$ cat src/rtl/demux_collect.sv
// demux_collect: reassembles a LANES-bit word from lane-tagged serial bits.
// Each valid bit is written into its lane; the word is emitted with a
// one-cycle out_valid pulse once every lane has been seen. A repeated lane
// restarts the word from the offending bit (dup_err). A partial word left
// idle for TIMEOUT cycles is dropped (timeout_err).
//
// state   | meaning
// --------+------------------------------------------------------------
// IDLE    | no partial word held; mask is zero
// COLLECT | at least one lane captured, waiting for the rest
module demux_collect #(
    parameter int LANES   = 4,
    parameter int SEL_W   = 2,
    parameter int TIMEOUT = 15
) (
    input  logic             clk,
    input  logic             rst,
    input  logic             in_valid,
    input  logic             in,
    input  logic [SEL_W-1:0] select,
    output logic [LANES-1:0] out,
    output logic             out_valid,
    output logic             busy,
    output logic             dup_err,
    output logic             timeout_err
);

    typedef enum logic {IDLE = 1'b0, COLLECT = 1'b1} state_t;

    state_t           state, state_n;
    logic [LANES-1:0] word, word_n;
    logic [LANES-1:0] mask, mask_n;
    logic [7:0]       idle_cnt, idle_n;
    logic [LANES-1:0] out_n;
    logic             out_valid_n, dup_n, timeout_n;
    logic [LANES-1:0] sel_oh, cap_word, cap_mask;

    // Next-state, assembly and output decode for one cycle.
    always_comb begin
        state_n     = state;
        word_n      = word;
        mask_n      = mask;
        idle_n      = idle_cnt;
        out_n       = out;
        out_valid_n = 1'b0;
        dup_n       = 1'b0;
        timeout_n   = 1'b0;

        sel_oh           = {{(LANES-1){1'b0}}, 1'b1} << select;
        cap_word         = word;
        cap_word[select] = in;
        cap_mask         = mask | sel_oh;

        if (in_valid) begin
            idle_n = 8'd0;
            if ((state == COLLECT) && mask[select]) begin
                // The repeated bit is kept as the first bit of a fresh word.
                dup_n          = 1'b1;
                word_n         = '0;
                word_n[select] = in;
                mask_n         = sel_oh;
                state_n        = COLLECT;
            end else if (&cap_mask) begin
                out_n       = cap_word;
                out_valid_n = 1'b1;
                word_n      = '0;
                mask_n      = '0;
                state_n     = IDLE;
            end else begin
                word_n  = cap_word;
                mask_n  = cap_mask;
                state_n = COLLECT;
            end
        end else if (state == COLLECT) begin
            if (idle_cnt == 8'(TIMEOUT - 1)) begin
                timeout_n = 1'b1;
                word_n    = '0;
                mask_n    = '0;
                idle_n    = 8'd0;
                state_n   = IDLE;
            end else begin
                idle_n = idle_cnt + 8'd1;
            end
        end
    end

    // State, assembly registers and registered outputs; reset discards silently.
    always_ff @(posedge clk) begin
        if (rst) begin
            state       <= IDLE;
            word        <= '0;
            mask        <= '0;
            idle_cnt    <= 8'd0;
            out         <= '0;
            out_valid   <= 1'b0;
            busy        <= 1'b0;
            dup_err     <= 1'b0;
            timeout_err <= 1'b0;
        end else begin
            state       <= state_n;
            word        <= word_n;
            mask        <= mask_n;
            idle_cnt    <= idle_n;
            out         <= out_n;
            out_valid   <= out_valid_n;
            busy        <= (state_n == COLLECT);
            dup_err     <= dup_n;
            timeout_err <= timeout_n;
        end
    end

endmodule

$ cat config.mk
export PLATFORM = sky130hd
export DESIGN_NAME = demux_collect
export DESIGN_NICKNAME = d
export VERILOG_FILES = /design/src/rtl/demux_collect.sv
export SDC_FILE = /design/constraint.sdc
export NUM_CORES = 1
export LEC_CHECK = 0
export ABC_AREA = 0
export CAP_MARGIN = 40
export CORE_MARGIN = 2
export CORE_UTILIZATION = 61
export CTS_CLUSTER_DIAMETER = 150
export CTS_CLUSTER_SIZE = 40
export DETAILED_ROUTE_END_ITERATION = 6
export DONT_BUFFER_PORTS = 1
export GPL_TIMING_DRIVEN = 0
export PLACE_DENSITY = 0.86
export SETUP_SLACK_MARGIN = 0.3
export SLEW_MARGIN = 20
export SYNTH_ARGS = -nofsm -noshare
export SYNTH_HDL_FRONTEND = slang
export SYNTH_SLANG_ARGS = --single-unit
$ cat constraint.sdc
create_clock -name clk -period 4.1 [get_ports clk]
set_input_delay 0.82 -clock clk [delete_from_list [all_inputs] [get_ports clk]]
set_output_delay 0.82 -clock clk [all_outputs]
set_load 0.03 [all_outputs]
After elaboration in Yosys (flattened, before gate mapping)
Cells that the tools add are included.
{"block": "word_totals", "output_inout_bits": 8, "reg_bits": 24}
{"block": "classes", "order_cmp": 2, "n_reduce_logical": 11, "mux": 22, "n_eq_ne": 1, "shifts": 1, "bitwise": 5, "n_addsub": 1}
{"op": "4-bit two-way mux", "count": 8}
{"op": "1-bit two-way mux", "count": 10}
{"op": "8-bit by 1-bit adder with 8-bit output, second input constant", "count": 1}
{"op": "8-bit by 4-bit == test with 1-bit output, second input constant", "count": 1}
{"op": "8-bit two-way mux", "count": 1}
{"op": "6-bit AND reduction", "count": 1}
{"op": "3-bit OR reduction", "count": 2}
{"op": "4-bit AND", "count": 1}
{"op": "4-bit bitwise mux", "count": 1}
{"op": "4-bit OR", "count": 1}
{"op": "4-bit AND reduction", "count": 1}
{"op": "2-bit nonzero test", "count": 2}
{"op": "2-bit OR reduction", "count": 2}
{"op": "1-bit by 2-bit << shifter with 4-bit output, first input constant", "count": 1}
{"op": "2-bit by 3-bit < comparator with 1-bit output, second input constant", "count": 1}
{"op": "1-bit inverter", "count": 3}
{"op": "1-bit binary-select mux with 2-bit select", "count": 1}
{"op": "1-bit demux with 2-bit select", "count": 1}
{"op": "2-bit by 1-bit >= comparator with 1-bit output, second input constant", "count": 1}
{"op": "1-bit logical AND", "count": 2}
{"op": "2-bit AND reduction", "count": 1}

Logic depth before layout (Yosys ltp)
{"block": "depth", "word_depth": 8, "depth_mapped": 7, "depth_no_buf": 6}

Worst setup path after synthesis
No wires, ideal clock.
{"block": "synth_path", "path_type": "input-to-reg", "startpoint": "in select[0]", "endpoint": "reg out[2]", "arrival_ns": 2.017, "required_ns": 3.979, "slack_ns": 1.962, "path_stages": 5, "n_path_buf": 1, "setup_ns": 0.121, "cell_sequence": "buf_4 > mux2i_1 > o32ai_4 > o211a_1 > mux2_2"}
{"block": "synth_between", "elab_chain_len": 5}
{"element": "from (decl)", "line": "20", "source": "input logic [SEL_W-1:0] select,"}
{"element": "2-bit by 3-bit < comparator with 1-bit output (not written as such) (tied with other cells)", "line": "51", "source": "cap_word[select] = in;"}
{"element": "1-bit logical AND (not written as such) or 1-bit two-way mux (tied branches)", "line": "51, 56"}
{"element": "1-bit two-way mux (not written as such) or 1-bit logical AND (tied branches)", "line": "51, 56"}
{"element": "1-bit demux with 2-bit select or 1-bit inverter (tied branches)"}
{"element": "4-bit bitwise mux or 6-bit AND reduction (tied branches)"}
{"element": "to (signal assigned)", "line": "104", "source": "out <= out_n;"}
{"element": "to (decl)", "line": "21", "source": "output logic [LANES-1:0] out,"}
Parallel ways exist; a longest one is shown, timed or not. The select of a mux whose other input is x is not followed.
A chain may end at the register's enable or synchronous reset.

Worst setup path in the final report
{"block": "layout_path", "startpoint": "in select[1]", "endpoint": "reg mask[0]"}
{"block": "layout_between", "elab_chain_len": 6}
{"element": "1-bit by 2-bit << shifter with 4-bit output", "line": "49", "source": "sel_oh = {{(LANES-1){1'b0}}, 1'b1} << select;"}
{"element": "4-bit OR", "line": "52", "source": "cap_mask = mask | sel_oh;"}
{"element": "4-bit AND reduction", "line": "63", "source": "end else if (&cap_mask) begin"}
{"element": "4-bit two-way mux", "line": "63"}
{"element": "4-bit two-way mux (*)", "line": "56", "source": "if ((state == COLLECT) && mask[select]) begin"}
{"element": "4-bit two-way mux (*)", "line": "54", "source": "if (in_valid) begin"}
{"element": "to (signal assigned)", "line": "102", "source": "mask <= mask_n;"}
{"element": "to (decl)", "line": "32", "source": "logic [LANES-1:0] mask, mask_n;"}
Mark *: on every way between the ends. The rest lies on a longest branch, timed or not. The select of a mux whose other input is x is not followed.

==> flow_summary_export.csv <==
group,metric,value,unit
min_path,min_path_type,"reg -> reg",
power_and_ir_drop,p_leak,0.0004673,uW
detailed_routing,wl_per_cell,14.56,um
die,dieWidth,48.38,um
sta,fin_crit,2.056,ns
min_path,hold_depth,1,
critical_path,r2r-end,"mask[0]",
critical_path,critPathArrivalTime,2.31,ns
grt,grt_usage,0.2126,
detailed_routing,first_pass_iters,4,
power_and_ir_drop,clkPwrFrac,0.375,
clock_network,tritoncts,"built",
sta,setup_viol,0,
sta,final.setup.tns,0,ns
placed_design,dp.cells,156,
die,row_count,16,
power_and_ir_drop,vdd_ir_drop_max,0.2047,mV
detailed_routing,via_per_inst,6.081,
synth,yosysSeqAreaShare,0.4000,
detailed_routing,wirelength,2330,um
clock_network,cts_buffers,3,
synth,synth_seq_cells,24,
synth,synth_top_family_by_area,"simple AND/OR/NAND/NOR gates",
detailed_routing,drc,0,
clock_network,htreeDepth,1,
synth,synthMuxAreaShare,0.07188,
detailed_routing,ant_nets,0,
die,core_area,0.001902,sq mm
grt,grt_max_degree,15,
clock_network,clockRootBuffer,"clkbuf_4",
critical_path,cp_max_fo,10,
sta,fmax,0.4863,GHz
finish,seq_area,480.5,sq um
grt,antenna_found_initial,0,
finish,antenna_cells,0,
power_and_ir_drop,p_int,352.2,uW
outcome,status,"complete, no violations",
sta,hold_viol,0,
placed_design,hpwl,1621,um
critical_path,r2r_setup_slack,2.08,ns
sta,fin_crit_sh,0.5015,
synth,yosysWarnings,0,
sta,rsz0062_at_grt,"no",
clock_network,numClockSinks,24,
power_and_ir_drop,p_sw_frac,0.2224,
critical_path,cp-end-kind,"flip-flop",
synth,synth_xor_area_frac,0.04375,
synth,synth_cell_type_count,35,
clock_network,clk_path_buf_depth,2,
die,start_util,0.6316,
detailed_routing,drt_iter0_markers,30,
grt,grt_pass1_vias,915,
critical_path,r2r_cells,5,
clock_network,clk_pin_slew_worst_paths,0.13,ns
synth,synth_cells,129,
critical_path,regToRegStartpoint,"state",
grt,overflow,0,
synth,synthArstFlopShare,0,
finish,drive_gt1_frac,0.1128,
finish,area_growth,7.187,%
power_and_ir_drop,power_frac_comb,0.084,
synth,netlist_area,0.001201,sq mm
die,die_h,48.38,um
min_path,min_from,"word[1]",
detailed_routing,vias,973,
critical_path,cp.required,4.36,ns
synth,yosys.area_share.simple,0.2115,
synth,synth_edf_count,0,
sta,clock_skew,0.001132,ns
die,die_area,0.002340,sq mm
clock_network,cts_hold_buf,0,
min_path,hold-path-endpoint,"word[1]",
synth,synth_flop_cell,"dfxtp_1",
power_and_ir_drop,p_seq_frac,0.541,
finish,fillCellCount,151,
power_and_ir_drop,powerDensity,351.8,mW/mm^2
power_and_ir_drop,switchingPower,100.7,uW
placed_design,gp_congestion,0.8829,
grt,grt_pass1_wl,3946,um
sta,maxSlewViolCount,0,
synth,synth_fa_ha_area_frac,0.02083,
die,ios,14,
critical_path,critPathKind,"in -> reg",
sta,slew_headroom,0.6092,
clock_network,post_cts_buffers,0,
synth,synth_compound_area_frac,0.2073,
synth,syn_nets,137,
finish,final_nets,142,
flow_run,maxCapViolCount,0,
sta,worst_pin_slew,0.5862,ns
finish,multi_input_area,666.9,sq um
finish,layout.cells.non_filler,160,
clock_network,ctsResizeCount,0,
critical_path,start_kind,"input port",
clock_network,clock_latency,0.32,ns
placed_design,io_buffers,0,
synth,avgSynthCellArea,9.311,sq um
worst max path at each step:
| stage | cells past startpoint | startpoint | to |
|---|---|---|---|
| final | 5 | select[1] | mask[0] |
| after global routing | 5 | select[1] | mask[0] |
| after CTS | 5 | select[1] | mask[0] |
| after detailed placement | 5 | select[1] | mask[0] |
| after global placement | 5 | select[1] | mask[0] |
| after floorplan | 5 | select[0] | out[2] |
sequential cells by signal, summed over array words and instances (netlist names):
register and flops:
state 1, timeout_err 1, out_valid 1, dup_err 1, idle_cnt 8, word 4, out 4, mask 4
layer usage:
layer | GRT usage | part of all wire | vias to the layer above
met5 | 0 | 0 | -
met4 | 0.08571 | 0.015 | 0
met3 | 0.05556 | 0.073 | 7
met2 | 0.3356 | 0.45 | 44
met1 | 0.2789 | 0.46 | 444
li1 | - | - | 478
synthesized netlist by cell type, types with 4 or more instances:
cell	count	area, sq um
nor2_1	11	41.29
a21oi_1	4	20.02
nor2b_1	7	43.79
o2bb2ai_1	8	70.07
nand2_1	12	45.04
mux2_2	5	56.30
dfxtp_1	24	480.5
xor2_1	6	52.55
nand2b_1	4	25.02
inv_1	6	22.52
nand4_1	4	25.02
critical path, stage by stage:
cell and delay, ns:
buf_2 0.22, mux2i_1 0.27, o221ai_1 0.29, o31ai_1 0.54, o2bb2ai_1 0.17
metrics by stage:
| stage | area, sq um | power, uW | util | setup WS (ns) | hold slack [ns] |
|---|---|---|---|---|---|
| 6_report | 1287 | 452.9 | 0.6770 | 2.044 | 0.4870 |
| 5_1_grt | 1287 | 467.3 | 0.6770 | 1.940 | 0.4942 |
| 4_1_cts | 1287 | 455.1 | 0.6770 | 2.068 | 0.4855 |
| 3_5_place_dp | 1235 | 287.2 | 0.6493 | 1.728 | 0.4495 |
| 3_3_place_gp | 1235 | 285.7 | 0.6493 | 1.805 | 0.4390 |
| 2_1_floorplan | 1201 | 279.3 | - | 1.962 | 0.4261 |
power groups by stage:
| stage | Combinational [uW] | Sequential [uW] | Clock [uW] |
|---|---|---|---|
| 5_1_grt | 42.2 | 246 | 180 |
| 3_5_place_dp | 37.3 | 250 | 0 |
| 6_report | 38.1 | 245 | 170 |
| 4_1_cts | 37.7 | 245 | 173 |
| 3_3_place_gp | 36.1 | 250 | 0 |
| 2_1_floorplan | 30.8 | 248 | 0 |
cell usage in the layout, fill, tap and decap left out, types with 4 or more instances in the layout:
cell,count
a21oi_1,4
dfxtp_1,24
inv_1,6
mux2_2,5
nand2_1,12
nand2b_1,4
nand4_1,4
nor2_1,11
nor2b_1,7
o2bb2ai_1,8
xor2_1,6
layout make-up:
class / instances / share of cell area
multi-input combinational: 93 / 0.5180
clock buffer: 3 / 0.01749
inverter: 6 / 0.01749
buffer: 6 / 0.02430
tap: 27 / 0.02624
sequential: 24 / 0.3732
clock inverter: 1 / 0.02332
cell families after synthesis:
family | after synthesis
flip-flops | 24
multiplexers | 8
AND/OR/NAND/NOR | 49
buffers and inverters | 12
AO/OA/AOI/OAI | 28
XOR/XNOR | 6
adder cells (fa/ha/maj) | 2
Power figures use the tool's default switching activity.
